File: src/rtl/pmem_drain.sv
// Read-out engine: walks two pmem address streams and packs result pairs into a valid/ready FIFO.
// Define PMEM_DRAIN_RELU_EN to clamp negative result bytes to zero before they are buffered.
module pmem_drain #(
   parameter int unsigned DATA_WIDTH      = 8,
   parameter int unsigned PMEM_ADDR_WIDTH = 8,
   parameter int unsigned FIFO_DEPTH      = 4
) (
   input  logic                         i_clk,
   input  logic                         i_rst,
   input  logic                         i_start,
   input  logic [PMEM_ADDR_WIDTH-1:0]   i_base_addr0,
   input  logic [PMEM_ADDR_WIDTH-1:0]   i_base_addr1,
   input  logic [PMEM_ADDR_WIDTH-1:0]   i_count,
   output logic                         o_busy,
   output logic                         o_done,
   output logic                         o_pmem_rd_en,
   output logic [PMEM_ADDR_WIDTH-1:0]   o_pmem_rd_addr0,
   output logic [PMEM_ADDR_WIDTH-1:0]   o_pmem_rd_addr1,
   input  logic [DATA_WIDTH-1:0]        i_pmem_rd_data0,
   input  logic [DATA_WIDTH-1:0]        i_pmem_rd_data1,
   output logic                         o_valid,
   output logic [2*DATA_WIDTH-1:0]      o_data,
   input  logic                         i_ready
);

   localparam int unsigned PtrW = $clog2(FIFO_DEPTH);
   localparam int unsigned OccW = PtrW + 1;
   localparam int unsigned SumW = OccW + 1;
   localparam logic [PMEM_ADDR_WIDTH-1:0] AddrOne = 1;
   localparam logic [PtrW-1:0]            PtrOne  = 1;
   localparam logic [OccW-1:0]            OccOne  = 1;

   typedef enum logic [1:0] {StIdle, StRead, StDrain, StDone} state_e;

   state_e                      state_q, state_d;
   logic [PMEM_ADDR_WIDTH-1:0]  remain_q, remain_d;
   logic [PMEM_ADDR_WIDTH-1:0]  addr0_q, addr0_d;
   logic [PMEM_ADDR_WIDTH-1:0]  addr1_q, addr1_d;
   logic                        rd_en_q, rd_en_d;
   logic                        rvalid_q;
   logic [PtrW-1:0]             wr_ptr_q, rd_ptr_q;
   logic [OccW-1:0]             occ_q, occ_d;
   logic [2*DATA_WIDTH-1:0]     mem_q [FIFO_DEPTH];
   logic [2*DATA_WIDTH-1:0]     push_data;
   logic                        push, pop, can_issue;
   logic [1:0]                  inflight;
   logic [SumW-1:0]             committed, limit;

   assign push     = rvalid_q;
   assign pop      = o_valid & i_ready;
   assign inflight = {1'b0, rd_en_q} + {1'b0, rvalid_q};

   // Issue credit: slots already claimed must stay below depth, a same-cycle pop frees one.
   assign committed = SumW'(occ_q) + SumW'(inflight);
   assign limit     = SumW'(FIFO_DEPTH) + SumW'(pop);
   assign can_issue = committed < limit;

`ifdef PMEM_DRAIN_RELU_EN
   logic [DATA_WIDTH-1:0] relu0, relu1;
   assign relu0     = i_pmem_rd_data0[DATA_WIDTH-1] ? '0 : i_pmem_rd_data0;
   assign relu1     = i_pmem_rd_data1[DATA_WIDTH-1] ? '0 : i_pmem_rd_data1;
   assign push_data = {relu1, relu0};
`else
   assign push_data = {i_pmem_rd_data1, i_pmem_rd_data0};
`endif

   always_comb begin
      occ_d = occ_q;
      case ({push, pop})
         2'b10:   occ_d = occ_q + OccOne;
         2'b01:   occ_d = occ_q - OccOne;
         default: occ_d = occ_q;
      endcase
   end

   always_comb begin
      state_d  = state_q;
      remain_d = remain_q;
      addr0_d  = addr0_q;
      addr1_d  = addr1_q;
      rd_en_d  = 1'b0;
      unique case (state_q)
         StIdle: begin
            // The first read goes out with the start so data returns two cycles later.
            if (i_start) begin
               if (i_count != '0) begin
                  state_d  = StRead;
                  rd_en_d  = 1'b1;
                  addr0_d  = i_base_addr0;
                  addr1_d  = i_base_addr1;
                  remain_d = i_count - AddrOne;
               end else begin
                  state_d = StDone;
               end
            end
         end
         StRead: begin
            if (remain_q == '0) begin
               state_d = StDrain;
            end else if (can_issue) begin
               rd_en_d  = 1'b1;
               addr0_d  = addr0_q + AddrOne;
               addr1_d  = addr1_q + AddrOne;
               remain_d = remain_q - AddrOne;
               if (remain_q == AddrOne) state_d = StDrain;
            end
         end
         StDrain: begin
            // No issue here, so only a read on the bus now can still be in flight next cycle.
            if (!rd_en_q && occ_d == '0) state_d = StDone;
         end
         StDone:  state_d = StIdle;
         default: state_d = StIdle;
      endcase
   end

   always_ff @(posedge i_clk) begin
      if (i_rst) begin
         state_q  <= StIdle;
         remain_q <= '0;
         addr0_q  <= '0;
         addr1_q  <= '0;
         rd_en_q  <= 1'b0;
         rvalid_q <= 1'b0;
         wr_ptr_q <= '0;
         rd_ptr_q <= '0;
         occ_q    <= '0;
      end else begin
         state_q  <= state_d;
         remain_q <= remain_d;
         addr0_q  <= addr0_d;
         addr1_q  <= addr1_d;
         rd_en_q  <= rd_en_d;
         rvalid_q <= rd_en_q;
         occ_q    <= occ_d;
         if (push) wr_ptr_q <= wr_ptr_q + PtrOne;
         if (pop)  rd_ptr_q <= rd_ptr_q + PtrOne;
      end
   end

   always_ff @(posedge i_clk) begin
      if (push && !i_rst) mem_q[wr_ptr_q] <= push_data;
   end

   assign o_busy          = (state_q == StRead) || (state_q == StDrain);
   assign o_done          = (state_q == StDone);
   assign o_pmem_rd_en    = rd_en_q;
   assign o_pmem_rd_addr0 = addr0_q;
   assign o_pmem_rd_addr1 = addr1_q;
   assign o_valid         = (occ_q != '0);
   assign o_data          = o_valid ? mem_q[rd_ptr_q] : '0;

endmodule

File: config.mk
export PLATFORM = sky130hd
export DESIGN_NAME = pmem_drain
export DESIGN_NICKNAME = d
export VERILOG_FILES = /design/src/rtl/pmem_drain.sv
export SDC_FILE = /design/constraint.sdc
export NUM_CORES = 1
export LEC_CHECK = 0
export ABC_AREA = 1
export BUFFER_PORTS_ARGS = -buffer_cell sky130_fd_sc_hd__buf_2
export CORE_AREA = 2 2 168 129
export CTS_BUF_LIST = sky130_fd_sc_hd__clkbuf_4 sky130_fd_sc_hd__clkbuf_8
export DETAILED_ROUTE_END_ITERATION = 10
export DIE_AREA = 0 0 170 131
export PLACE_DENSITY = 0.45
export SLEW_MARGIN = 30
export SYNTH_ARGS = -nofsm -noshare
export SYNTH_HDL_FRONTEND = slang
export SYNTH_SLANG_ARGS = --single-unit
File: constraint.sdc
create_clock -name i_clk -period 1.95 [get_ports i_clk]
set_input_delay 0.0975 -clock i_clk [delete_from_list [all_inputs] [get_ports i_clk]]
set_output_delay 0.0975 -clock i_clk [all_outputs]
set_load 0.03 [all_outputs]
== Word level (Yosys, flattened, before mapping) ==
Memory sizes are Yosys's and may differ from the RTL's. A register that Yosys moved wholly into a read port is not among the register bits.
Index checks and enable logic that the tools add are counted.

* Bits in registers: 35
* RAM bits: 64
* Input port bits: 44
* Output and inout bits: 36
* Memories: 1

* $add $sub $neg: 11
* Order comparisons: 1
* Equal/unequal tests: 13
* Mux-type cells: 33
* Bitwise logic cells: 1
* Reductions and logical operators: 13

{| class="wikitable"
|+ Memory list
! memory !! depth !! width !! rd ports !! clocked after Yosys merged registers in !! wr ports !! RTL line !! text
|-
| mem_q || 4 || 16 || 1 || 1 || 1 || 43 || <nowiki>logic [2*DATA_WIDTH-1:0] mem_q [FIFO_DEPTH];</nowiki>
|}

{| class="wikitable"
|+ Operators with widths
! cell !! count
|-
| 2-to-1 mux 8 bit || 12
|-
| one-hot mux 8 bit (2 select lines) || 3
|-
| adder 8 x 1 -> 8 bit, second input constant || 2
|-
| 2-to-1 mux 16 bit || 1
|-
| 2-to-1 mux 2 bit || 8
|-
| subtractor 8 x 1 -> 8 bit, second input constant || 2
|-
| inequality test 2 bit, second input constant || 5
|-
| == test 8 x 1 -> 1 bit, second input constant || 1
|-
| logical NOT 8 bit || 1
|-
| one-hot mux 2 bit (4 select lines) || 1
|-
| nonzero test 8 bit || 1
|-
| == test 2 bit, second input constant || 3
|-
| 2-to-1 mux 1 bit || 6
|-
| inequality test 3 bit, second input constant || 2
|-
| one-hot mux 3 bit (2 select lines) || 1
|-
| AND reduction 5 bit || 1
|-
| adder 2 x 1 -> 2 bit, second input constant || 2
|-
| adder 3 x 1 -> 4 bit, first input constant || 1
|-
| adder 3 x 2 -> 4 bit || 1
|-
| == test 2 x 1 -> 1 bit, second input constant || 2
|-
| less-than comparator 4 bit || 1
|-
| AND reduction 4 bit || 1
|-
| adder 3 x 1 -> 3 bit, second input constant || 1
|-
| logical NOT 3 bit || 1
|-
| 10 further kinds || 12
|}

== Logic depth before layout (Yosys ltp) ==
* Depth in word-level cells: 8
* Gate-level depth with buffers: 17
* Gate-level depth less buffers: 17

== Worst setup path after synthesis ==
No wires, ideal clock.

* Path kind: register to register
* Start: reg rd_en_q (netlist: o_pmem_rd_en)
* End: reg addr1_q[3] (netlist: o_pmem_rd_addr1[3])
* Arrival: 2172 ps
* Required time: 1837 ps
* Setup slack: -335 ps
* Stages on the path, launching flop included: 15
* Path buffers: 2
* Clock period less this slack: 2285 ps
* Cell sequence: dfxtp_1 -> inv_1 -> fa_1 -> inv_1 -> ha_1 -> nor2_1 -> nand3_1 -> nand2_1 -> nand3b_1 -> nand2_1 -> nand2_1 -> buf_6 -> buf_6 -> nor2_1 -> nor2_1

* Word-level cells in the longest chain between the ends: 5

{| class="wikitable"
|+ Ends and longest elaborated chain
! item !! RTL line !! text
|-
| start: declaration || 39 || <nowiki>logic rd_en_q, rd_en_d;</nowiki>
|-
| start signal: assignment || 133 || <nowiki>rd_en_q <= rd_en_d;</nowiki>
|-
| adder 1 x 1 -> 2 bit || 51 || <nowiki>assign inflight = {1'b0, rd_en_q} + {1'b0, rvalid_q};</nowiki>
|-
| adder 3 x 2 -> 4 bit || 54 || <nowiki>assign committed = SumW'(occ_q) + SumW'(inflight);</nowiki>
|-
| less-than comparator 4 bit || 56 || <nowiki>assign can_issue = committed < limit;</nowiki>
|-
| inequality test 2 bit (no line) || - ||
|-
| AND reduction 5 bit (no line) || - ||
|-
| end signal: assignment || 132 || <nowiki>addr1_q <= addr1_d;</nowiki>
|-
| end: declaration || 38 || <nowiki>logic [PMEM_ADDR_WIDTH-1:0] addr1_q, addr1_d;</nowiki>
|}

No other way between the ends.
A chain may end at the register's enable or synchronous reset.

== Worst setup path after layout ==
* Start: reg occ_q[0]
* End: reg state_q[1]

* Word-level cells in the longest chain between the ends: 8
* Elaborated cells between the ends (all ways): 15
* Those cells by class: add/sub (4); order compare (1); eq/ne (4); mux (1); bitwise (1); reduce/logical (4)

{| class="wikitable"
|+ Ends and longest elaborated chain
! item !! RTL line !! text
|-
| start: declaration || 42 || <nowiki>logic [OccW-1:0] occ_q, occ_d;</nowiki>
|-
| start signal: assignment || 127 || <nowiki>occ_q <= '0;</nowiki>
|-
| start signal: assignment || 135 || <nowiki>occ_q <= occ_d;</nowiki>
|-
| parallel branches: the longest is 7 deep, another holds adder 3 x 1 -> 4 bit || - ||
|-
| AND reduction 4 bit (no line) * || - ||
|-
| end signal: assignment || 119 || <nowiki>state_q <= StIdle;</nowiki>
|-
| end signal: assignment || 129 || <nowiki>state_q <= state_d;</nowiki>
|-
| end: declaration || 35 || <nowiki>state_e state_q, state_d;</nowiki>
|}

Mark *: on every way between the ends.

==> results.json <==
{
  "clock_power_share": 0.170,
  "finalWorstSetupSlack_ns": -0.0640,
  "number_of_global_route_vias_before_repair": 3962,
  "flow.area_growth_from_synthesis_pct": 30.7,
  "share_comb_of_total_power": 0.494,
  "std_cell_core_area_mm2": 0.0207,
  "arrival_ns": 2.35,
  "r2r_setup_slack_ns": -0.06,
  "max_stage_delay_ns": 0.47,
  "numCtsBuffers": 9,
  "setup_violators_final": 25,
  "pin_count_of_the_biggest_net_entering_global_routing": 31,
  "htree_levels": 3,
  "synth_area_per_cell_um2": 8.30,
  "timing.critical_path.buf_inv": 4,
  "die-width_um": 170,
  "clockRootBuffer": "sky130_fd_sc_hd__clkbuf_8",
  "critical_path_start": "occ_q[0]",
  "leakage_nw": 2.89,
  "nNetsFinal": 806,
  "maxClockFrequency_mhz": 497,
  "synth_seq_area_share": 0.525,
  "place_hpwl_mm": 8.86,
  "ys_seq_elements": 101,
  "crit_path_cell_trace": "nor2_4 -> nand2_4 -> nand2_2 -> inv_2 -> ha_4 -> inv_2 -> fa_1 -> inv_1 -> nand2_2 -> nand3_2 -> nor2_1 -> nand3_1 -> nand2_2 -> nand3_2 -> nand2_1 -> inv_1 -> nor2_1",
  "post_drt_via_cell_ratio": 4.22,
  "p_seq_frac": 0.336,
  "yosysWarnings": 0,
  "violated_checks": "setup timing",
  "place_area_mm2": 0.00604,
  "drc_errors": 0,
  "cts.sinks": 101,
  "crit-reg2reg-launch": "occ_q[0]",
  "path_class_of_the_lowest_slack_min_delay_path": "in -> reg",
  "preCtsSetupSlack_ns": -0.147,
  "antenna_cells_inserted": 0,
  "post_route_cells_drive_above_1_share": 0.236,
  "run_status": "finished, violations left",
  "place.gp.congestion": 0.787,
  "clock_pin_slew_reported_for_the_worst_setup_and_hold_paths_after_clock_tree_synthesis_ns": 0.12,
  "worst-endpoint-required_ns": 2.28,
  "timing.clock.skew_ns": 0.0282,
  "post-route-cell-area_mm2": 0.00663,
  "crit_top_cell": "sky130_fd_sc_hd__nand2_2",
  "synth.lib_cells_used.distinct": 26,
  "number_of_slew_limit_violations_in_the_final_report": 0,
  "detailroute.via_count": 4263,
  "power.net_switching_mw": 3.95,
  "sw_frac_of_total": 0.450,
  "final_min_period_over_clock_period": 1.03,
  "design_power_total_mw": 8.78,
  "clock_latency_ns": 0.39,
  "overflow": 0,
  "synth_fp_nets": 675,
  "irDropWorstVdd_mv": 0.595,
  "cap_violations": 0,
  "timing_worst_slew_pin_value_ns": 0.383,
  "cellInternalPower_mw": 4.83,
  "final-hold-violation-count": 0,
  "rsz0062_at_grt": "yes",
  "ios": 80,
  "grt_use_total": 0.121,
  "worst_hold_path.num_cells": 5,
  "place.port_buffers": 79,
  "start_kind": "flip-flop",
  "period_needed_ns": 2.01,
  "start_util": 0.245,
  "areal_power_density_over_the_cells_mw_per_mm2": 1320,
  "finalHoldWorstSlack_ns": 0.0227,
  "netlist_area_mm2": 0.00507,
  "crit_path_max_fo": 3,
  "design.die.area_mm2": 0.0223,
  "drt_first_pass_iters": 7,
  "initialDrtViolationCount": 251,
  "antenna_found_initial": 0,
  "final_core_utilization": 0.320,
  "routed_wirelength_mm": 13.0,
  "worstSetupPathType": "reg -> reg",
  "wire_per_inst_um": 12.9,
  "timing.rr.end": "state_q[1]",
  "synth_cells": 611,
  "cp_slowest_cell": "sky130_fd_sc_hd__fa_1",
  "cts_buffer_depth": 2,
  "slew-limit-headroom": 0.743,
  "floorplan.die.height_um": 131,
  "worst_path_depth": 17,
  "cts_tree": "yes",
  "num_rows": 46,
  "antenna_left": 0,
  "timing.critical_path.max_delay_family": "simple AND/OR/NAND/NOR gates",
  "worst_r2r_path_depth": 17,
  "cp-end-kind": "flip-flop",
  "critical_path_sink": "state_q[1]",
  "grt_pass1_wl_mm": 20.6
}
[registers in the layout (all words and copies together) (netlist names), 2 cells and up, named ones only]
name and count:
mem_q 64, remain_q 8, wr_ptr_q 2, rd_ptr_q 2
state_q 2, occ_q 3, o_pmem_rd_addr1 8, o_pmem_rd_addr0 8
[through the flow]
stage          instances  TNS, ns
2_1_floorplan        611   -0.477
3_3_place_gp         966    -1.66
3_5_place_dp         966    -2.89
4_1_cts             1006   -0.664
5_1_grt             1011    -4.48
6_report            1011   -0.909
[logic make-up after synthesis]
logic type      share of synthesized area
xor+xnor                           0.0138
buf+inv                            0.0641
fa+ha+maj                          0.0523
compound gates                     0.0822
flops                               0.525
mux                               0.00395
simple gates                        0.259
[synthesized netlist by cell type]
| cell | number | area [um^2] |
|---|---|---|
| sky130_fd_sc_hd__nor2_1 | 143 | 537 |
| sky130_fd_sc_hd__nand2_1 | 109 | 409 |
| sky130_fd_sc_hd__edfxtp_1 | 64 | 1920 |
| sky130_fd_sc_hd__inv_1 | 56 | 210 |
| sky130_fd_sc_hd__o21ai_0 | 54 | 270 |
| sky130_fd_sc_hd__nand3_1 | 41 | 205 |
| sky130_fd_sc_hd__dfxtp_1 | 37 | 741 |
| sky130_fd_sc_hd__a21oi_1 | 27 | 135 |
| sky130_fd_sc_hd__clkbuf_1 | 18 | 67.6 |
| sky130_fd_sc_hd__ha_1 | 18 | 225 |
| sky130_fd_sc_hd__nand3b_1 | 9 | 67.6 |
| sky130_fd_sc_hd__nand4_1 | 9 | 56.3 |
| sky130_fd_sc_hd__xor2_1 | 5 | 43.8 |
| sky130_fd_sc_hd__buf_2 | 3 | 15.0 |
| sky130_fd_sc_hd__xnor2_1 | 3 | 26.3 |
| sky130_fd_sc_hd__buf_6 | 2 | 22.5 |
| sky130_fd_sc_hd__fa_1 | 2 | 40.0 |
| sky130_fd_sc_hd__mux2i_1 | 2 | 20.0 |
| sky130_fd_sc_hd__or2_2 | 2 | 12.5 |
| sky130_fd_sc_hd__a31oi_1 | 1 | 6.26 |
| sky130_fd_sc_hd__clkinv_1 | 1 | 3.75 |
| sky130_fd_sc_hd__inv_4 | 1 | 6.26 |
| sky130_fd_sc_hd__nand2_2 | 1 | 6.26 |
| sky130_fd_sc_hd__nor2_2 | 1 | 6.26 |
| sky130_fd_sc_hd__nor2_4 | 1 | 11.3 |
| sky130_fd_sc_hd__o21ai_1 | 1 | 5.00 |
[tightest hold or removal path, cell delays in order]
cell and delay [ns]:
sky130_fd_sc_hd__buf_2 0.08, sky130_fd_sc_hd__nand2_1 0.04, sky130_fd_sc_hd__nand2_1 0.06, sky130_fd_sc_hd__nor2_1 0.04, sky130_fd_sc_hd__nor2_1 0.07
[cell type report]
cell class / count / area (um^2)
clock buffer: 9 / 124
clock inverter: 7 / 97.6
fill: 2188 / 14100
inverter: 58 / 234
multi-input combinational: 429 / 2180
sequential: 101 / 2680
tap: 264 / 330
timing repair buffer: 143 / 988
[power groups by stage]
stage          registers (mW)  logic (mW)  clock network, mW
2_1_floorplan            3.20        2.59                  0
3_3_place_gp             3.00        4.10                  0
3_5_place_dp             2.99        4.09                  0
4_1_cts                  2.95        4.29               1.56
5_1_grt                  3.01        4.85               1.64
6_report                 2.95        4.34               1.49
[metal layers]
layer	track usage	share of wire	vias up
li1	-	-	2257
met1	0.161	0.51	1908
met2	0.194	0.44	87
met3	0.0304	0.042	11
met4	0.0367	0.011	0
met5	0	0	-
[worst min-delay path by stage]
stage / startpoint / to / slack [ns]
final: i_base_addr0[5] / o_pmem_rd_addr0[5] / 0.02
after global routing: i_base_addr0[7] / o_pmem_rd_addr0[7] / 0.05
after CTS: i_base_addr0[5] / o_pmem_rd_addr0[5] / 0.01
after detailed placement: i_pmem_rd_data0[1] / mem_q[0][1] / 0.31
after global placement: i_pmem_rd_data0[1] / mem_q[0][1] / 0.32
after floorplan: i_rst / o_pmem_rd_en / 0.16
[placed cells by master, fill, tap and decap left out, types with 10 or more instances in the layout]
cell	n
sky130_fd_sc_hd__o21ai_0	54
sky130_fd_sc_hd__nand2_2	10
sky130_fd_sc_hd__dfxtp_1	32
sky130_fd_sc_hd__dlygate4sd3_1	22
sky130_fd_sc_hd__ha_1	16
sky130_fd_sc_hd__a21oi_1	27
sky130_fd_sc_hd__nand2_1	98
sky130_fd_sc_hd__buf_4	36
sky130_fd_sc_hd__nand3_1	39
sky130_fd_sc_hd__inv_1	49
sky130_fd_sc_hd__nor2_1	138
sky130_fd_sc_hd__edfxtp_1	64
sky130_fd_sc_hd__buf_2	79
[repair_timing]
item,in CTS,in global routing
cloned,1,0
hold endpoints to repair,73,0
setup buffers,1,5
hold buffers,22,0
setup endpoints to repair,26,39
gates resized for setup,15,11
pin swaps,7,7
No activity file was read; power rests on OpenSTA's default activity.
